<file path="src/rtl/game_ctrl_fsm_if.sv">
// Bus between the Donkey vs Kong game controller and its neighbours (start logic, hazards, HUD).
// Carries the optional extra_life pulse when GAME_EXTRA_LIFE_EN is defined.
interface game_ctrl_fsm_if #(
  parameter int MAX_HEALTH = 3,
  parameter int N_HAZARDS  = 10
);
  logic                  start_game;
  logic                  start_game_uart;
  logic                  animation;
  logic                  touch_lady;
  logic                  is_shielded;
  logic [N_HAZARDS-1:0]  barrel_hit;
  logic                  restart;
`ifdef GAME_EXTRA_LIFE_EN
  logic                  extra_life;
`endif
  logic                  game_en;
  logic                  donkey_hit;
  logic                  donkey_win;
  logic                  kong_win;
  logic [MAX_HEALTH-1:0] health_en;
  logic                  invuln;

  modport slave (
    input  start_game, start_game_uart, animation, touch_lady, is_shielded,
           barrel_hit, restart,
`ifdef GAME_EXTRA_LIFE_EN
    input  extra_life,
`endif
    output game_en, donkey_hit, donkey_win, kong_win, health_en, invuln
  );

  modport master (
    output start_game, start_game_uart, animation, touch_lady, is_shielded,
           barrel_hit, restart,
`ifdef GAME_EXTRA_LIFE_EN
    output extra_life,
`endif
    input  game_en, donkey_hit, donkey_win, kong_win, health_en, invuln
  );
endinterface

</file>
<file path="src/rtl/game_ctrl_fsm.sv">
// Donkey vs Kong game controller: lobby gating, thermometer health, post-hit immunity, winner.
// Optional health restore via extra_life when GAME_EXTRA_LIFE_EN is defined.
module game_ctrl_fsm #(
  parameter int MAX_HEALTH    = 3,
  parameter int N_HAZARDS     = 10,
  parameter int INVULN_CYCLES = 50
) (
  input  logic             clk,
  input  logic             rst_n,
  game_ctrl_fsm_if.slave   bus
);

  localparam int CNT_W = (INVULN_CYCLES > 0) ? $clog2(INVULN_CYCLES + 1) : 1;
  localparam logic [CNT_W-1:0]      CNT_ZERO    = {CNT_W{1'b0}};
  localparam logic [CNT_W-1:0]      CNT_ONE     = CNT_W'(1);
  localparam logic [CNT_W-1:0]      CNT_LOAD    = CNT_W'(INVULN_CYCLES);
  localparam logic [MAX_HEALTH-1:0] HEALTH_FULL = {MAX_HEALTH{1'b1}};
  localparam logic [MAX_HEALTH-1:0] HEALTH_NONE = {MAX_HEALTH{1'b0}};
  localparam logic [MAX_HEALTH-1:0] HEALTH_ONE  = MAX_HEALTH'(1);

  typedef enum logic [1:0] {
    ST_WAIT_FOR_PLAYERS = 2'd0,
    ST_GAME             = 2'd1,
    ST_DONKEY_WIN       = 2'd2,
    ST_KONG_WIN         = 2'd3
  } state_t;

  state_t                state_q, state_d;
  logic                  game_en_q, game_en_d;
  logic                  donkey_hit_q, donkey_hit_d;
  logic                  donkey_win_q, donkey_win_d;
  logic                  kong_win_q, kong_win_d;
  logic                  invuln_q, invuln_d;
  logic [MAX_HEALTH-1:0] health_q, health_d;
  logic [CNT_W-1:0]      cnt_q, cnt_d;
  logic                  ready_s;
  logic                  dmg_s;
  logic                  extra_s;

  assign ready_s = bus.start_game && bus.start_game_uart && !bus.animation;
  assign dmg_s   = (|bus.barrel_hit) && !bus.is_shielded && (cnt_q == CNT_ZERO)
                   && (state_q == ST_GAME);
`ifdef GAME_EXTRA_LIFE_EN
  assign extra_s = bus.extra_life;
`else
  assign extra_s = 1'b0;
`endif

  // Next-state and next-output decision for every registered output.
  always_comb begin
    state_d      = state_q;
    game_en_d    = game_en_q;
    donkey_hit_d = 1'b0;
    donkey_win_d = donkey_win_q;
    kong_win_d   = kong_win_q;
    health_d     = health_q;
    cnt_d        = cnt_q;
    case (state_q)
      ST_WAIT_FOR_PLAYERS: begin
        health_d     = bus.animation ? HEALTH_NONE : HEALTH_FULL;
        donkey_win_d = 1'b0;
        kong_win_d   = 1'b0;
        cnt_d        = CNT_ZERO;
        if (ready_s) begin
          state_d   = ST_GAME;
          game_en_d = 1'b1;
        end else begin
          game_en_d = 1'b0;
        end
      end
      ST_GAME: begin
        donkey_win_d = 1'b0;
        kong_win_d   = 1'b0;
        if (bus.restart) begin
          state_d   = ST_WAIT_FOR_PLAYERS;
          game_en_d = 1'b0;
          cnt_d     = CNT_ZERO;
          health_d  = HEALTH_NONE;
        end else if (bus.touch_lady) begin
          // A hit landing together with the lady touch is discarded.
          state_d      = ST_DONKEY_WIN;
          game_en_d    = 1'b0;
          donkey_win_d = 1'b1;
          cnt_d        = CNT_ZERO;
        end else if (health_q == HEALTH_NONE) begin
          state_d    = ST_KONG_WIN;
          game_en_d  = 1'b0;
          kong_win_d = 1'b1;
          cnt_d      = CNT_ZERO;
        end else begin
          game_en_d = 1'b1;
          if (dmg_s) begin
            donkey_hit_d = 1'b1;
            cnt_d        = CNT_LOAD;
            health_d     = extra_s ? health_q : (health_q >> 1);
          end else begin
            cnt_d = (cnt_q != CNT_ZERO) ? (cnt_q - CNT_ONE) : CNT_ZERO;
            if (extra_s && (health_q != HEALTH_FULL)) begin
              health_d = (health_q << 1) | HEALTH_ONE;
            end else begin
              health_d = health_q;
            end
          end
        end
      end
      ST_DONKEY_WIN, ST_KONG_WIN: begin
        game_en_d = 1'b0;
        cnt_d     = CNT_ZERO;
        if (bus.restart) begin
          state_d      = ST_WAIT_FOR_PLAYERS;
          donkey_win_d = 1'b0;
          kong_win_d   = 1'b0;
        end else begin
          donkey_win_d = (state_q == ST_DONKEY_WIN);
          kong_win_d   = (state_q == ST_KONG_WIN);
        end
      end
      default: begin
        state_d      = ST_WAIT_FOR_PLAYERS;
        game_en_d    = 1'b0;
        donkey_win_d = 1'b0;
        kong_win_d   = 1'b0;
        health_d     = HEALTH_NONE;
        cnt_d        = CNT_ZERO;
      end
    endcase
    invuln_d = (cnt_d != CNT_ZERO);
  end

  // State and output registers, cleared asynchronously.
  always_ff @(posedge clk or negedge rst_n) begin
    if (!rst_n) begin
      state_q      <= ST_WAIT_FOR_PLAYERS;
      game_en_q    <= 1'b0;
      donkey_hit_q <= 1'b0;
      donkey_win_q <= 1'b0;
      kong_win_q   <= 1'b0;
      invuln_q     <= 1'b0;
      health_q     <= HEALTH_NONE;
      cnt_q        <= CNT_ZERO;
    end else begin
      state_q      <= state_d;
      game_en_q    <= game_en_d;
      donkey_hit_q <= donkey_hit_d;
      donkey_win_q <= donkey_win_d;
      kong_win_q   <= kong_win_d;
      invuln_q     <= invuln_d;
      health_q     <= health_d;
      cnt_q        <= cnt_d;
    end
  end

  assign bus.game_en    = game_en_q;
  assign bus.donkey_hit = donkey_hit_q;
  assign bus.donkey_win = donkey_win_q;
  assign bus.kong_win   = kong_win_q;
  assign bus.health_en  = health_q;
  assign bus.invuln     = invuln_q;

endmodule

</file>
<file path="src/flat_wrapper.sv">
// flat-port wrapper written by rule: the top's interface ports become plain ports
module game_ctrl_fsm_flat 
#(
  parameter int MAX_HEALTH    = 3,
  parameter int N_HAZARDS     = 10,
  parameter int INVULN_CYCLES = 50
)
  (clk, rst_n, bus_start_game, bus_start_game_uart, bus_animation, bus_touch_lady, bus_is_shielded, bus_barrel_hit, bus_restart, bus_game_en, bus_donkey_hit, bus_donkey_win, bus_kong_win, bus_health_en, bus_invuln);
  game_ctrl_fsm_if #(.MAX_HEALTH(MAX_HEALTH), .N_HAZARDS(N_HAZARDS)) bus_i ();
  input  logic clk;
  input  logic rst_n;
  input wire logic [$bits(bus_i.start_game)-1:0] bus_start_game;
  input wire logic [$bits(bus_i.start_game_uart)-1:0] bus_start_game_uart;
  input wire logic [$bits(bus_i.animation)-1:0] bus_animation;
  input wire logic [$bits(bus_i.touch_lady)-1:0] bus_touch_lady;
  input wire logic [$bits(bus_i.is_shielded)-1:0] bus_is_shielded;
  input wire logic [$bits(bus_i.barrel_hit)-1:0] bus_barrel_hit;
  input wire logic [$bits(bus_i.restart)-1:0] bus_restart;
  output wire logic [$bits(bus_i.game_en)-1:0] bus_game_en;
  output wire logic [$bits(bus_i.donkey_hit)-1:0] bus_donkey_hit;
  output wire logic [$bits(bus_i.donkey_win)-1:0] bus_donkey_win;
  output wire logic [$bits(bus_i.kong_win)-1:0] bus_kong_win;
  output wire logic [$bits(bus_i.health_en)-1:0] bus_health_en;
  output wire logic [$bits(bus_i.invuln)-1:0] bus_invuln;
  assign bus_i.start_game = bus_start_game;
  assign bus_i.start_game_uart = bus_start_game_uart;
  assign bus_i.animation = bus_animation;
  assign bus_i.touch_lady = bus_touch_lady;
  assign bus_i.is_shielded = bus_is_shielded;
  assign bus_i.barrel_hit = bus_barrel_hit;
  assign bus_i.restart = bus_restart;
  assign bus_game_en = bus_i.game_en;
  assign bus_donkey_hit = bus_i.donkey_hit;
  assign bus_donkey_win = bus_i.donkey_win;
  assign bus_kong_win = bus_i.kong_win;
  assign bus_health_en = bus_i.health_en;
  assign bus_invuln = bus_i.invuln;
  game_ctrl_fsm #(.MAX_HEALTH(MAX_HEALTH), .N_HAZARDS(N_HAZARDS), .INVULN_CYCLES(INVULN_CYCLES)) u_core (.clk(clk), .rst_n(rst_n), .bus(bus_i));
endmodule
</file>
<file path="config.mk">
export PLATFORM = sky130hd
export DESIGN_NAME = game_ctrl_fsm_flat
export DESIGN_NICKNAME = d
export VERILOG_FILES = /design/src/rtl/game_ctrl_fsm_if.sv /design/src/rtl/game_ctrl_fsm.sv /design/src/flat_wrapper.sv
export SDC_FILE = /design/constraint.sdc
export NUM_CORES = 1
export LEC_CHECK = 0
export ABC_AREA = 1
export CAP_MARGIN = 0
export CORE_ASPECT_RATIO = 0.9
export CORE_MARGIN = 3
export CORE_UTILIZATION = 49
export CTS_CLUSTER_DIAMETER = 150
export CTS_CLUSTER_SIZE = 8
export DETAILED_ROUTE_END_ITERATION = 10
export PLACE_DENSITY = 0.84
export SYNTH_ARGS = -nofsm -noshare
export SYNTH_HDL_FRONTEND = slang
export SYNTH_SLANG_ARGS = --single-unit
</file>
<file path="constraint.sdc">
create_clock -name clk -period 4.15 [get_ports clk]
set_input_delay 0.415 -clock clk [delete_from_list [all_inputs] [get_ports clk]]
set_output_delay 0.415 -clock clk [all_outputs]
set_load 0.05 [all_outputs]
</file>
==> results.yml <==
run_status:
  status: "completed"
routing:
  vias: 874
  routedWlPerCell_um: 11.84
  drc_errors: 0
  routed_wl_mm: 2.024
  avgViaCountPerCell: 5.111
  final_antenna_net_count: 0
  drt_pass1_iterations: 6
  drtIter0Drc: 40
hold_path:
  hp-class: "register to register"
  min_from: "u_core.cnt_q[0]$_DFF_PN0_"
place:
  dp_hpwl_mm: 1.619
  place_area_mm2: 0.001190
  place.gp.congestion: 0.8272
  port-buffer-count: 25
  place_ws_ns: 2.407
clock_tree:
  cts_hold_buf: 0
  cts_buffers: 3
  insertion_delay_ns: 0.29
  h-tree-depth: 1
  clock_sinks: 16
  cts_resized: 0
  cts_tree: "done"
  root_buffer: "clkbuf_4"
  cts_setup_buffers: 0
  clk_pin_slew_worst_paths_ns: 0.10
  clk_path_buf_depth: 2
timing:
  post-route-period-util: 0.4740
  max_freq_mhz: 508.3
  tightestPinTransition_ns: 0.7125
  finalSetupTns_ns: 0
  whs_ns: 0.4303
  rsz0062_at_grt: "false"
  maxSlewHeadroom: 0.5235
  setup_viol: 0
  fin_ws_ns: 2.183
  hold_viol_final: 0
  fin_skew_ns: 0.01181
  finalWorstPathRequiredPeriod_ns: 1.967
  slew_violations: 0
run:
  max-cap-violations: 0
global_routing:
  grt_overflow: 0
  gr-usage-all-layers: 0.1848
  grt_pass1_vias: 769
  grt_max_degree: 17
  grt_pass1_wl_mm: 3.298
  antenna_found_initial: 0
critical_path:
  critPathArrivalTime_ns: 1.55
  critPathLaunch: "u_core.bus.health_en[2]$_DFFE_PN0P_"
  worstSetupPathType: "register to output pin"
  crit_path_max_incr_delay_ns: 0.83
  path_delay_family: "buffers and inverters"
  critPathCaptureType: "output pin"
  required_ns: 3.73
  start_kind: "register"
  cpMaxStageDelayCell: "clkdlybuf4s50_1"
  timing.rr.start: "u_core.cnt_q[1]$_DFF_PN0_"
  crit_buf_inv: 1
  path_cells: "clkdlybuf4s50_1"
  path_max_fanout: 4
floorplanning:
  die_x_um: 51.42
  row_count: 14
  ios: 26
  die-area_mm2: 0.002410
  die_h_um: 46.88
  start_util: 0.5299
  coreArea_mm2: 0.001717
power:
  p_leak_nw: 0.6247
  powerDensity_mw_per_mm2: 592.0
  vdd_ir_drop_max_mv: 0.3609
  p_total_mw: 0.7258
yosys:
  yosys_warnings: 0
  ys_types: 22
  ys_ff_latch: 16
  yosysTopAreaCell: "dfrtp_1"
  syn_nets: 138
  synth_top_area_share: 0.4402
  syn_inst: 118
  synthTopCellsByArea: "dfrtp_1 44%, nand2_1 12%, nor2_1 7.0%"
  syn_area_um2: 909.6
  syn_area_per_cell_um2: 7.709
  synth_seq_area_share: 0.4402
final_layout:
  n_fill_cell: 146
  postLayoutCellArea_mm2: 0.001226
  seqCellArea_um2: 400.4
  area_delta_synth_final_pct: 34.80
  antenna_cells: 0
  multi_input_area_um2: 449.2
  fin_nets: 168
  drive_gt1_frac: 0.1224
==> through the flow <==
stage | std cells | util
2_1_floorplan | 118 | -
3_3_place_gp | 167 | 0.6931
3_5_place_dp | 167 | 0.6931
4_1_cts | 171 | 0.7143
5_1_grt | 171 | 0.7143
6_report | 171 | 0.7143
==> cells in the final DEF, fill, tap and decap left out, types with 2 or more instances in the layout <==
master,instances
nand2_2,4
clkbuf_4,3
inv_1,14
nand3_1,10
nor2_4,4
dfrtp_1,16
nand3_2,2
o21ai_0,6
clkdlybuf4s50_1,25
ha_1,2
nand2_1,30
nor2_1,17
inv_2,2
==> cells by family after synthesis <==
| kind of cell | count (synthesis) | share of synthesized area |
|---|---|---|
| AOI/OAI and AO/OA | 11 | 0.07291 |
| and+or+nand+nor | 72 | 0.3838 |
| adders and majority gates | 2 | 0.02751 |
| buffers and inverters | 16 | 0.06603 |
| xor gates and xnor gates | 1 | 0.009630 |
| DFF | 16 | 0.4402 |
==> final cells by class <==
type                       count  area share
sequential                    16      0.3265
inverter                      16     0.04898
clock buffer                   4     0.02959
tap                           24     0.02449
multi-input combinational     86      0.3663
timing repair buffer          25      0.2041
==> report_power, final <==
group / total [mW] / switching [mW] / internal (mW)
Clock: 0.101 / 0.0471 / 0.0534
Sequential: 0.230 / 0.0337 / 0.196
Combinational: 0.395 / 0.261 / 0.134
==> synthesized netlist by cell type (all sizes together) <==
cell type / number
nand2: 34
o22ai: 1
o21bai: 1
nand4: 1
nor2: 22
nand3b: 1
and2: 1
a21oi: 2
or2: 1
xor2: 1
ha: 2
o21ai: 6
inv: 16
o2bb2ai: 1
nand3: 12
dfrtp: 16
==> per-layer routing <==
layer  part of all wire  global-route usage
met5                  0                   0
met2               0.52              0.3299
met4                  0             0.03141
met1               0.42              0.2303
met3              0.059             0.05079
==> sequential cells by signal (all words and copies together) (netlist names) <==
name and count:
u_core.bus.donkey_win 1, u_core.bus.kong_win 1, u_core.bus.health_en 3, u_core.bus.donkey_hit 1
u_core.cnt_q 6, u_core.bus.invuln 1, u_core.state_q 2, u_core.bus.game_en 1
==> worst paths after layout <==
check                                                       to  slack [ns]  cells after the start
min reg2reg                          u_core.cnt_q[0]$_DFF_PN0_        0.43                      1
min in group asynchronous            u_core.cnt_q[1]$_DFF_PN0_        0.55                      1
min                                  u_core.cnt_q[0]$_DFF_PN0_        0.43                      1
max in group asynchronous            u_core.cnt_q[3]$_DFF_PN0_        3.14                      1
max reg2reg                u_core.bus.health_en[0]$_DFFE_PN0P_        2.65                      9
max                                           bus_health_en[2]        2.18                      1
Power figures use the tool's default switching activity.
